<file path="src/rtl/ula_seq_acc_pkg.sv">
// ula_seq_acc_pkg -- shared FSM state, ALU op codes and status-flag bit positions.
// Rev 1.0
`default_nettype none

package ula_seq_acc_pkg;

    typedef enum logic [1:0] {
        ST_IDLE = 2'd0,
        ST_EXEC = 2'd1,
        ST_RESP = 2'd2
    } state_t;

    localparam logic [3:0] OP_AND = 4'b0000;
    localparam logic [3:0] OP_OR  = 4'b0001;
    localparam logic [3:0] OP_XOR = 4'b0010;
    localparam logic [3:0] OP_NOT = 4'b0011;
    localparam logic [3:0] OP_ADD = 4'b0100;
    localparam logic [3:0] OP_SUB = 4'b0101;
    localparam logic [3:0] OP_SHL = 4'b0110;
    localparam logic [3:0] OP_SHR = 4'b0111;
    localparam logic [3:0] OP_ROL = 4'b1000;
    localparam logic [3:0] OP_ROR = 4'b1001;

    localparam int FLAG_C = 3;
    localparam int FLAG_V = 2;
    localparam int FLAG_Z = 1;
    localparam int FLAG_N = 0;

    localparam int CMD_W = 9;

    function automatic logic [3:0] load_flags(input logic [3:0] value);
        logic [3:0] f;
        f         = '0;
        f[FLAG_Z] = (value == 4'd0);
        f[FLAG_N] = value[3];
        return f;
    endfunction

    // Logic, shift and rotate ops leave carry/overflow untouched when flag hold is enabled.
    function automatic logic is_flag_hold_op(input logic [3:0] op);
        logic hold;
        case (op)
            OP_ADD, OP_SUB:                   hold = 1'b0;
            OP_AND, OP_OR, OP_XOR, OP_NOT,
            OP_SHL, OP_SHR, OP_ROL, OP_ROR:   hold = 1'b1;
            default:                          hold = 1'b0;
        endcase
        return hold;
    endfunction

endpackage

`default_nettype wire

</file>
<file path="src/rtl/ula_seq_acc_fifo.sv">
// ula_cmd_fifo -- first-word-fall-through command FIFO, DEPTH entries of WIDTH bits.
// Rev 1.0
`default_nettype none

module ula_cmd_fifo #(
    parameter int DEPTH = 4,
    parameter int WIDTH = 9
) (
    input  logic             clk,
    input  logic             rst_n,
    input  logic             push_i,
    input  logic [WIDTH-1:0] din_i,
    input  logic             pop_i,
    output logic [WIDTH-1:0] dout_o,
    output logic             full_o,
    output logic             empty_o
);

    localparam int AW = (DEPTH > 1) ? $clog2(DEPTH) : 1;
    localparam int CW = AW + 1;

    logic [WIDTH-1:0] mem_q [DEPTH];
    logic [AW-1:0]    wr_ptr_q;
    logic [AW-1:0]    rd_ptr_q;
    logic [CW-1:0]    count_q;
    logic             do_push;
    logic             do_pop;

    assign full_o  = (count_q == CW'(DEPTH));
    assign empty_o = (count_q == '0);
    assign do_push = push_i & ~full_o;
    assign do_pop  = pop_i & ~empty_o;
    assign dout_o  = mem_q[rd_ptr_q];

    always_ff @(posedge clk) begin
        if (do_push) begin
            mem_q[wr_ptr_q] <= din_i;
        end
    end

    // Power-of-two depth lets the pointers wrap by natural overflow.
    always_ff @(posedge clk or negedge rst_n) begin
        if (!rst_n) begin
            wr_ptr_q <= '0;
            rd_ptr_q <= '0;
            count_q  <= '0;
        end else begin
            if (do_push) wr_ptr_q <= wr_ptr_q + AW'(1);
            if (do_pop)  rd_ptr_q <= rd_ptr_q + AW'(1);
            if (do_push && !do_pop)      count_q <= count_q + CW'(1);
            else if (do_pop && !do_push) count_q <= count_q - CW'(1);
        end
    end

endmodule

`default_nettype wire

</file>
<file path="src/rtl/ula_seq_acc.sv">
// ula_seq_acc -- queued accumulator sequencer driving an external combinational ALU.
// Optional macro ULA_SEQ_ACC_FLAG_HOLD_EN keeps C/V on logic/shift/rotate ops. Rev 1.0
`default_nettype none

module ula_seq_acc
    import ula_seq_acc_pkg::*;
#(
    parameter int FIFO_DEPTH = 4
) (
    input  logic       clk,
    input  logic       rst_n,
    input  logic       cmd_valid,
    output logic       cmd_ready,
    input  logic       cmd_load,
    input  logic [3:0] cmd_op,
    input  logic [3:0] cmd_operand,
    output logic [3:0] alu_a_out,
    output logic [3:0] alu_b_out,
    output logic [3:0] alu_op_out,
    input  logic [3:0] alu_res_in,
    input  logic       alu_c_in,
    input  logic       alu_v_in,
    input  logic       alu_z_in,
    input  logic       alu_n_in,
    output logic [3:0] acc_out,
    output logic [3:0] flags_out,
    output logic       rsp_valid,
    input  logic       rsp_ready,
    output logic [3:0] rsp_result,
    output logic [3:0] rsp_flags,
    output logic       busy
);

    state_t           state_q;
    logic             ready_en_q;
    logic [3:0]       acc_q;
    logic [3:0]       flags_q;
    logic [3:0]       alu_a_q;
    logic [3:0]       alu_b_q;
    logic [3:0]       alu_op_q;
    logic             load_q;
    logic             rsp_valid_q;
    logic [3:0]       acc_d;
    logic [3:0]       flags_d;
    logic [3:0]       alu_flags;
    logic [CMD_W-1:0] fifo_dout;
    logic             fifo_full;
    logic             fifo_empty;
    logic             fifo_push;
    logic             fifo_pop;

    // Ready stays low through reset and rises on the first clock after release.
    always_ff @(posedge clk or negedge rst_n) begin
        if (!rst_n) ready_en_q <= 1'b0;
        else        ready_en_q <= 1'b1;
    end

    assign cmd_ready = ready_en_q & ~fifo_full;
    assign fifo_push = cmd_valid & cmd_ready;
    assign fifo_pop  = (state_q == ST_IDLE) & ~fifo_empty;

    ula_cmd_fifo #(
        .DEPTH (FIFO_DEPTH),
        .WIDTH (CMD_W)
    ) u_fifo (
        .clk     (clk),
        .rst_n   (rst_n),
        .push_i  (fifo_push),
        .din_i   ({cmd_load, cmd_op, cmd_operand}),
        .pop_i   (fifo_pop),
        .dout_o  (fifo_dout),
        .full_o  (fifo_full),
        .empty_o (fifo_empty)
    );

    assign alu_flags[FLAG_C] = alu_c_in;
    assign alu_flags[FLAG_V] = alu_v_in;
    assign alu_flags[FLAG_Z] = alu_z_in;
    assign alu_flags[FLAG_N] = alu_n_in;

    always_comb begin
        acc_d   = load_q ? alu_b_q : alu_res_in;
        flags_d = alu_flags;
        if (load_q) begin
            flags_d = load_flags(alu_b_q);
        end
`ifdef ULA_SEQ_ACC_FLAG_HOLD_EN
        else if (is_flag_hold_op(alu_op_q)) begin
            flags_d[FLAG_C] = flags_q[FLAG_C];
            flags_d[FLAG_V] = flags_q[FLAG_V];
        end
`endif
    end

    always_ff @(posedge clk or negedge rst_n) begin
        if (!rst_n) begin
            state_q     <= ST_IDLE;
            acc_q       <= '0;
            flags_q     <= '0;
            alu_a_q     <= '0;
            alu_b_q     <= '0;
            alu_op_q    <= '0;
            load_q      <= 1'b0;
            rsp_valid_q <= 1'b0;
        end else begin
            case (state_q)
                ST_IDLE: begin
                    if (!fifo_empty) begin
                        alu_a_q  <= acc_q;
                        alu_b_q  <= fifo_dout[3:0];
                        alu_op_q <= fifo_dout[7:4];
                        load_q   <= fifo_dout[8];
                        state_q  <= ST_EXEC;
                    end
                end
                ST_EXEC: begin
                    acc_q       <= acc_d;
                    flags_q     <= flags_d;
                    rsp_valid_q <= 1'b1;
                    state_q     <= ST_RESP;
                end
                ST_RESP: begin
                    if (rsp_ready) begin
                        rsp_valid_q <= 1'b0;
                        state_q     <= ST_IDLE;
                    end
                end
                default: state_q <= ST_IDLE;
            endcase
        end
    end

    assign alu_a_out  = alu_a_q;
    assign alu_b_out  = alu_b_q;
    assign alu_op_out = alu_op_q;
    assign acc_out    = acc_q;
    assign flags_out  = flags_q;
    assign rsp_valid  = rsp_valid_q;
    assign rsp_result = acc_q;
    assign rsp_flags  = flags_q;
    assign busy       = (state_q != ST_IDLE) | ~fifo_empty;

endmodule

`default_nettype wire

</file>
<file path="config.mk">
export PLATFORM = sky130hd
export DESIGN_NAME = ula_seq_acc
export DESIGN_NICKNAME = d
export VERILOG_FILES = /design/src/rtl/ula_seq_acc_pkg.sv /design/src/rtl/ula_seq_acc_fifo.sv /design/src/rtl/ula_seq_acc.sv
export SDC_FILE = /design/constraint.sdc
export NUM_CORES = 1
export LEC_CHECK = 0
export CORE_MARGIN = 8
export CORE_UTILIZATION = 51
export DETAILED_ROUTE_END_ITERATION = 8
export PLACE_DENSITY = 0.78
export SETUP_SLACK_MARGIN = 0.1
export SLEW_MARGIN = 20
export SYNTH_ARGS = -nofsm -noshare
export SYNTH_HDL_FRONTEND = slang
export SYNTH_SLANG_ARGS = --single-unit
</file>
<file path="constraint.sdc">
create_clock -name clk -period 2.8 [get_ports clk]
set_input_delay 0.28 -clock clk [delete_from_list [all_inputs] [get_ports clk]]
set_output_delay 0.28 -clock clk [all_outputs]
set_load 0.01 [all_outputs]
</file>
==> results of run 1 <==
[layout make-up]
class                           count  area, um^2  share of cell area
Clock inverter                      6         103              0.0291
Multi-Input combinational cell     82         785               0.223
Tap cell                           72        90.1              0.0256
Inverter                            5        18.8             0.00533
Clock buffer                       10         128              0.0362
Timing Repair Buffer               52         518               0.147
Sequential cell                    68        1880               0.534
[report_power, final]
group	internal [mW]	switching [mW]
Sequential	1.35	0.290
Combinational	0.843	0.536
Clock	0.584	0.345
Total	2.78	1.17
[registers in the layout (all words and copies together), names as in the netlist]
register	count
load_q	1
flags_out	4
alu_b_out	4
rsp_valid	1
u_fifo.count_q	3
alu_op_out	4
alu_a_out	4
ready_en_q	1
u_fifo.rd_ptr_q	2
state_q	2
u_fifo.wr_ptr_q	2
u_fifo.mem_q	36
acc_out	4
[worst max-delay path by stage]
stage,to,slack [ps]
final,u_fifo.count_q[2]$_DFFE_PN0P_,590
after global routing,u_fifo.count_q[2]$_DFFE_PN0P_,470
after CTS,u_fifo.count_q[2]$_DFFE_PN0P_,590
after detailed placement,u_fifo.count_q[2]$_DFFE_PN0P_,430
after global placement,u_fifo.count_q[2]$_DFFE_PN0P_,460
after floorplan,u_fifo.count_q[2]$_DFFE_PN0P_,710
[logic make-up (layout without fill, tap and decap cells)]
kind of cell / count (synthesis) / count (layout) / synth area share
DFF: 68 / 68 / 0.675
buffers and inverters: 18 / 73 / 0.0435
xor gates and xnor gates: 6 / 6 / 0.0189
other: 1 / 1 / 0.00135
muxes: 30 / 30 / 0.158
and+or+nand+nor: 26 / 26 / 0.0498
adders and majority gates: 6 / 6 / 0.0296
AOI/OAI and AO/OA: 13 / 13 / 0.0242
[cells in the mapped netlist (all sizes together)]
| cell type | count |
|---|---|
| nor4 | 1 |
| xnor2 | 4 |
| dfrtp | 32 |
| a21boi | 1 |
| edfxtp | 36 |
| conb | 1 |
| mux4 | 9 |
| xor2 | 2 |
| buf | 11 |
| nand3 | 1 |
| mux2 | 15 |
| fa | 1 |
| nand2b | 5 |
| and2 | 4 |
| nor2 | 4 |
| o21ai | 10 |
| a21oi | 2 |
| clkbuf | 2 |
| mux2i | 6 |
| or3 | 1 |
| inv | 5 |
| nand2 | 10 |
| ha | 5 |
[routing by layer]
metal | vias up | routed length, um | global-route usage | part of all wire
li1 | 698 | - | - | -
met1 | 715 | 2090 | 0.148 | 0.43
met2 | 51 | 2360 | 0.207 | 0.49
met3 | 9 | 271 | 0.0474 | 0.056
met4 | 0 | 83 | 0.0583 | 0.017
met5 | - | 0 | 0 | 0
==> key figures, run 1 <==
Clock tree
  • CTS Buf Count: 9
  • Clk root buf: clkbuf_8
  • CTS tree: built
  • CTS resizes: 0
  • Max clock buf depth: 2
  • Clock latency on the worst-skew pair: 330 ps
  • H-Tree Depth: 3
  • Clock sinks: 68
  • Clk slew on worst S/H paths: 70 ps
  • Hold buffers post-CTS: 0
  • Post-CTS setup buffers: 0

Finish
  • Commonest non-fill, non-tap cell in the layout: clkdlybuf4s50_1
  • Area growth from synthesis to layout: 26.4%
  • Share of cells above drive strength 1: 0.170
  • Fin cells: 295
  • Commonest non-fill, non-tap cells in the layout: 51 x clkdlybuf4s50_1, 36 x edfxtp_1, 32 x dfrtp_1
  • Net count, final: 245
  • Antenna cells: 0
  • Filler instances: 406
  • Fin area: 0.00352 mm^2
  • Final core utilization: 0.652

Worst setup path
  • Family with the most delay on the worst path: simple AND/OR/NAND/NOR gates
  • CP startpoint kind: flip-flop
  • Buf/Inv on CP: 1
  • CP dominant cell by count: xor2_1
  • Crit Reg-Reg Startpoint: u_fifo.count_q[2]$_DFFE_PN0P_
  • Worst setup path class: flip-flop to flip-flop
  • Register-to-Register Path Depth: 8
  • Crit end category: flip-flop
  • CP max stage cell: dfrtp_1
  • Critical path depth: 8
  • Crit path DAT: 2470 ps
  • FF-to-FF End: u_fifo.count_q[2]$_DFFE_PN0P_
  • CP Max Fanout: 16
  • R2r setup slk: 590 ps
  • Max incr delay on CP: 420 ps
  • CP startpoint: u_fifo.count_q[2]$_DFFE_PN0P_
  • CP required: 3060 ps
  • CP Cell Sequence: or3_4 > nand2_4 > ha_1 > inv_1 > fa_1 > xor2_1 > nor2_1 > xor2_1

Power
  • Peak VDD IR: 0.503 mV
  • Power after layout: 3.95 mW
  • P_leak: 1.36 nW
  • PwrDens: 1120 mW/mm^2

Yosys
  • Most area-consuming cells after synthesis: edfxtp_1 39%, dfrtp_1 29%, mux4_2 6.5%, mux2_2 5.3%, ha_1 2.2%
  • Largest area contributor in the netlist: edfxtp_1
  • Cell variety after synth: 30
  • Post-synthesis cell area: 0.00279 mm^2
  • Post-synth top area share: 0.388
  • Register area share after synthesis: 0.675
  • Syn Inst Count: 168
  • Mean Syn Cell Area: 16.6 um^2
  • Yosys reg bits: 68
  • Ys Warns: 0
  • Syn nets: 195

Drt
  • Routed WL per cell: 16.3 um
  • Routed Antenna Nets: 0
  • Via density per instance: 4.99
  • Detailed-route DRC error count: 0
  • Routed WL: 4.81 mm
  • Via count: 1473
  • DRT Pass-1 Iters: 4
  • DR iter-0 viols: 58

Place
  • IO Port Bufs: 51
  • Dpl cells: 279
  • Post-DP HPWL: 3.31 mm
  • Placed inst area: 0.00329 mm^2
  • GP Congestion: 0.723
  • Post-Place Setup Slack: 431 ps

Hold path
  • Hold Path Class: input port to async pin

Global route
  • Grt ovf: 0
  • Largest net degree at the start of global routing: 33
  • Number of global-route vias before repair: 1626
  • Antenna violations before repair: 0
  • Gr usage total: 0.128
  • First-pass GRT wire length: 8.16 mm

Timing
  • Minimum clock period: 2210 ps
  • Final hold slack: 347 ps
  • Fmax: 0.452 GHz
  • Tcrit/Tclk final: 0.789
  • RSZ-0062 raised after global routing: false
  • Max_slew headroom: 0.561
  • Final number of hold-violating endpoints: 0
  • Final Worst Setup Slack: 590 ps
  • Measured slew at the worst slew-check pin: 658 ps
  • Max-slew violation count: 0
  • Total negative setup slack: 0 ps
  • Clock skew: 4.55 ps
  • Setup violators final: 0

Floorplanning
  • Die Y: 89.9 um
  • Row count: 27
  • Initial Util: 0.516
  • Core area: 0.00541 mm^2
  • I/O Pins: 52
  • Die area: 0.00809 mm^2
  • Chip Width: 89.9 um

Flow run
  • Max-Cap Viols: 0

Status
  • Outcome: complete, no violations
Note: power is estimated with default switching activity, not from simulation.
==> run 2, diff against run 1 <==
- clock period: 2.8 -> 2.1 ns (I/O delays scaled with it)
==> run 2 against run 1 <==
Against the previous run:
- non-clock buffer count is 10 higher
- critical path depth stayed put
- die area unchanged
- clock power rose by 38%
- power rose by 38%
- register-to-register slack worse by 410 ps
- via count up 2.6%
- utilization grew 2.0 points
- critical endpoint unchanged
- largest power group unchanged
- highest routed layer unchanged
==> key figures, run 2 (same netlist as run 1, synthesis figures left out) <==
Status
  • Outcome: complete, no violations (unchanged)

Finish
  • Multi-input gate area: 803 um^2 (was 785 um^2)
  • Area growth from synthesis to layout: 30.3% (was 26.4%)
  • Net count, final: 255 (was 245)
  • Filler instances: 383 (was 406)
  • Commonest non-fill, non-tap cells in the layout: 50 x clkdlybuf4s50_1, 36 x edfxtp_1, 31 x dfrtp_1 (was 51 x clkdlybuf4s50_1, 36 x edfxtp_1, 32 x dfrtp_1)
  • Antenna cells: 0 (unchanged)
  • Share of cells above drive strength 1: 0.232 (was 0.170)
  • Max reg flops: 36 (unchanged)
  • Commonest non-fill, non-tap cell in the layout: clkdlybuf4s50_1 (unchanged)
  • Seq. cell area: 0.00188 mm^2 (about the same)
  • Top reg by flops: u_fifo.mem_q (unchanged)

Power
  • P_leak: 1.42 nW (was 1.36 nW)
  • Peak VDD IR: 0.667 mV (was 0.503 mV)
  • PwrDens: 1500 mW/mm^2 (was 1120 mW/mm^2)

Drt
  • Via count: 1511 (was 1473)
  • Highest metal used: met4 (unchanged)
  • DR iter-0 viols: 64 (was 58)
  • Met1 WL: 2.34 mm (was 2.09 mm)
  • Met2 wire len: 2.14 mm (was 2.36 mm)
  • DRT Pass-1 Iters: 4 (unchanged)
  • Routed WL: 4.89 mm (was 4.81 mm)
  • Via density per instance: 4.95 (was 4.99)
  • Detailed-route DRC error count: 0 (unchanged)
  • Routed Antenna Nets: 0 (unchanged)
  • Metal3 WL: 330 um (was 271 um)
  • Routed WL per cell: 16.0 um (was 16.3 um)

Global route
  • Largest net degree at the start of global routing: 33 (unchanged)
  • Grt ovf: 0 (unchanged)
  • Gr usage total: 0.130 (was 0.128)
  • Antenna violations before repair: 0 (unchanged)
  • Number of global-route vias before repair: 1635 (was 1626)
  • First-pass GRT wire length: 8.30 mm (was 8.16 mm)

Timing
  • Max-slew violation count: 0 (unchanged)
  • Max_slew headroom: 0.664 (was 0.561)
  • Final hold slack: 265 ps (was 347 ps)
  • RSZ-0062 raised after global routing: true (was false)
  • Total negative setup slack: 0 ps (unchanged)
  • Minimum clock period: 1920 ps (was 2210 ps)
  • Fmax: 0.520 GHz (was 0.452 GHz)
  • Final number of hold-violating endpoints: 0 (unchanged)
  • Tcrit/Tclk final: 0.916 (was 0.789)
  • Measured slew at the worst slew-check pin: 504 ps (was 658 ps)
  • Clock skew: 6.49 ps (was 4.55 ps)
  • Setup violators final: 0 (unchanged)

Worst setup path
  • CP Cell Sequence: or3_4 > nand2_4 > ha_4 > inv_2 > fa_2 > xor2_1 > nor2_1 > xor2_1 (was or3_4 > nand2_4 > ha_1 > inv_1 > fa_1 > xor2_1 > nor2_1 > xor2_1)
  • Buf/Inv on CP: 1 (unchanged)
  • CP startpoint kind: flip-flop (unchanged)
  • Crit end category: flip-flop (unchanged)
  • Crit path DAT: 2190 ps (was 2470 ps)
  • Worst setup path class: flip-flop to flip-flop (unchanged)
  • CP required: 2360 ps (was 3060 ps)
  • CP dominant cell by count: xor2_1 (unchanged)
  • CP max stage cell: dfrtp_2 (was dfrtp_1)
  • Max incr delay on CP: 430 ps (was 420 ps)
  • CP Max Fanout: 4 (was 16)
  • Family with the most delay on the worst path: simple AND/OR/NAND/NOR gates (unchanged)
  • Crit Reg-Reg Startpoint: u_fifo.count_q[0]$_DFFE_PN0P_ (was u_fifo.count_q[2]$_DFFE_PN0P_)
  • CP startpoint: u_fifo.count_q[0]$_DFFE_PN0P_ (was u_fifo.count_q[2]$_DFFE_PN0P_)

Place
  • Post-DP HPWL: 3.24 mm (was 3.31 mm)
  • GP Congestion: 0.663 (was 0.723)
  • IO Port Bufs: 51 (unchanged)

Floorplanning
  • I/O Pins: 52 (unchanged)
  • Initial Util: 0.516 (unchanged)
  • Die area: 0.00809 mm^2 (unchanged)
  • Row count: 27 (unchanged)
  • Chip Width: 89.9 um (unchanged)
  • Core area: 0.00541 mm^2 (unchanged)
  • Die Y: 89.9 um (unchanged)

Clock tree
  • Max clock buf depth: 2 (unchanged)
  • Clock latency on the worst-skew pair: 340 ps (was 330 ps)
  • Clock sinks: 68 (unchanged)
  • H-Tree Depth: 3 (unchanged)
  • Clk slew on worst S/H paths: 70 ps (about the same)
  • CTS Buf Count: 9 (unchanged)
  • Clk root buf: clkbuf_8 (unchanged)
  • CTS tree: built (unchanged)

Hold path
  • Hold Path Class: input port to async pin (unchanged)

Flow run
  • Max-Cap Viols: 0 (unchanged)
[run 2: final cells by class]
cell class | instances | share of cell area
Multi-Input combinational cell | 82 | 0.221
Clock inverter | 3 | 0.0179
Tap cell | 72 | 0.0248
Inverter | 5 | 0.00517
Sequential cell | 68 | 0.518
Clock buffer | 13 | 0.0496
Timing Repair Buffer | 62 | 0.163
[run 2: metrics by stage]
step	cells	total power, mW	utilization	cell area [um^2]	worst slack, ps
after global placement	286	4.14	0.622	3360	148
final	305	5.47	0.672	3630	176
after detailed placement	286	4.20	0.622	3360	85.3
after floorplan	168	3.46	-	2810	71.4
after global routing	305	5.81	0.672	3630	84.5
after CTS	302	5.49	0.668	3610	148
[run 2: path summary, 6_finish.rpt]
path,to,slack (ps),cells past startpoint
max in group asynchronous,u_fifo.count_q[0]$_DFFE_PN0P_,1520,2
worst min-delay path,rsp_valid$_DFFE_PN0P_,270,2
worst max register to register,u_fifo.count_q[2]$_DFFE_PN0P_,180,8
worst min register to register,rsp_valid$_DFFE_PN0P_,490,1
min in group clk,flags_out[3]$_DFFE_PN0P_,440,3
worst max-delay path,u_fifo.count_q[2]$_DFFE_PN0P_,180,8
[run 2: repair_timing]
item	4_1_cts	5_1_grt
setup buffers	0	3
resized for setup	2	0
pin swaps	0	1
setup endpoints to repair	1	1
hold buffers	0	0
endpoints found under the hold margin	0	0
[run 2: power breakdown]
group	total (mW)	switching, mW	internal, mW	leakage [nW]
clock	1.28	0.471	0.804	0.125
sequential	2.12	0.319	1.80	0.710
combinational	2.07	0.824	1.25	0.587
[run 2: routing by layer]
layer	vias to the layer above	global-route usage
met1	735	0.161
met5	-	0
met4	0	0.0458
met3	8	0.0657
li1	716	-
met2	52	0.193
==> run 3, diff against run 2 <==
- CAP_MARGIN: not set -> 20
==> results of run 3 <==
Same layout as run 2: the final DEF is identical, and so are final timing and power.
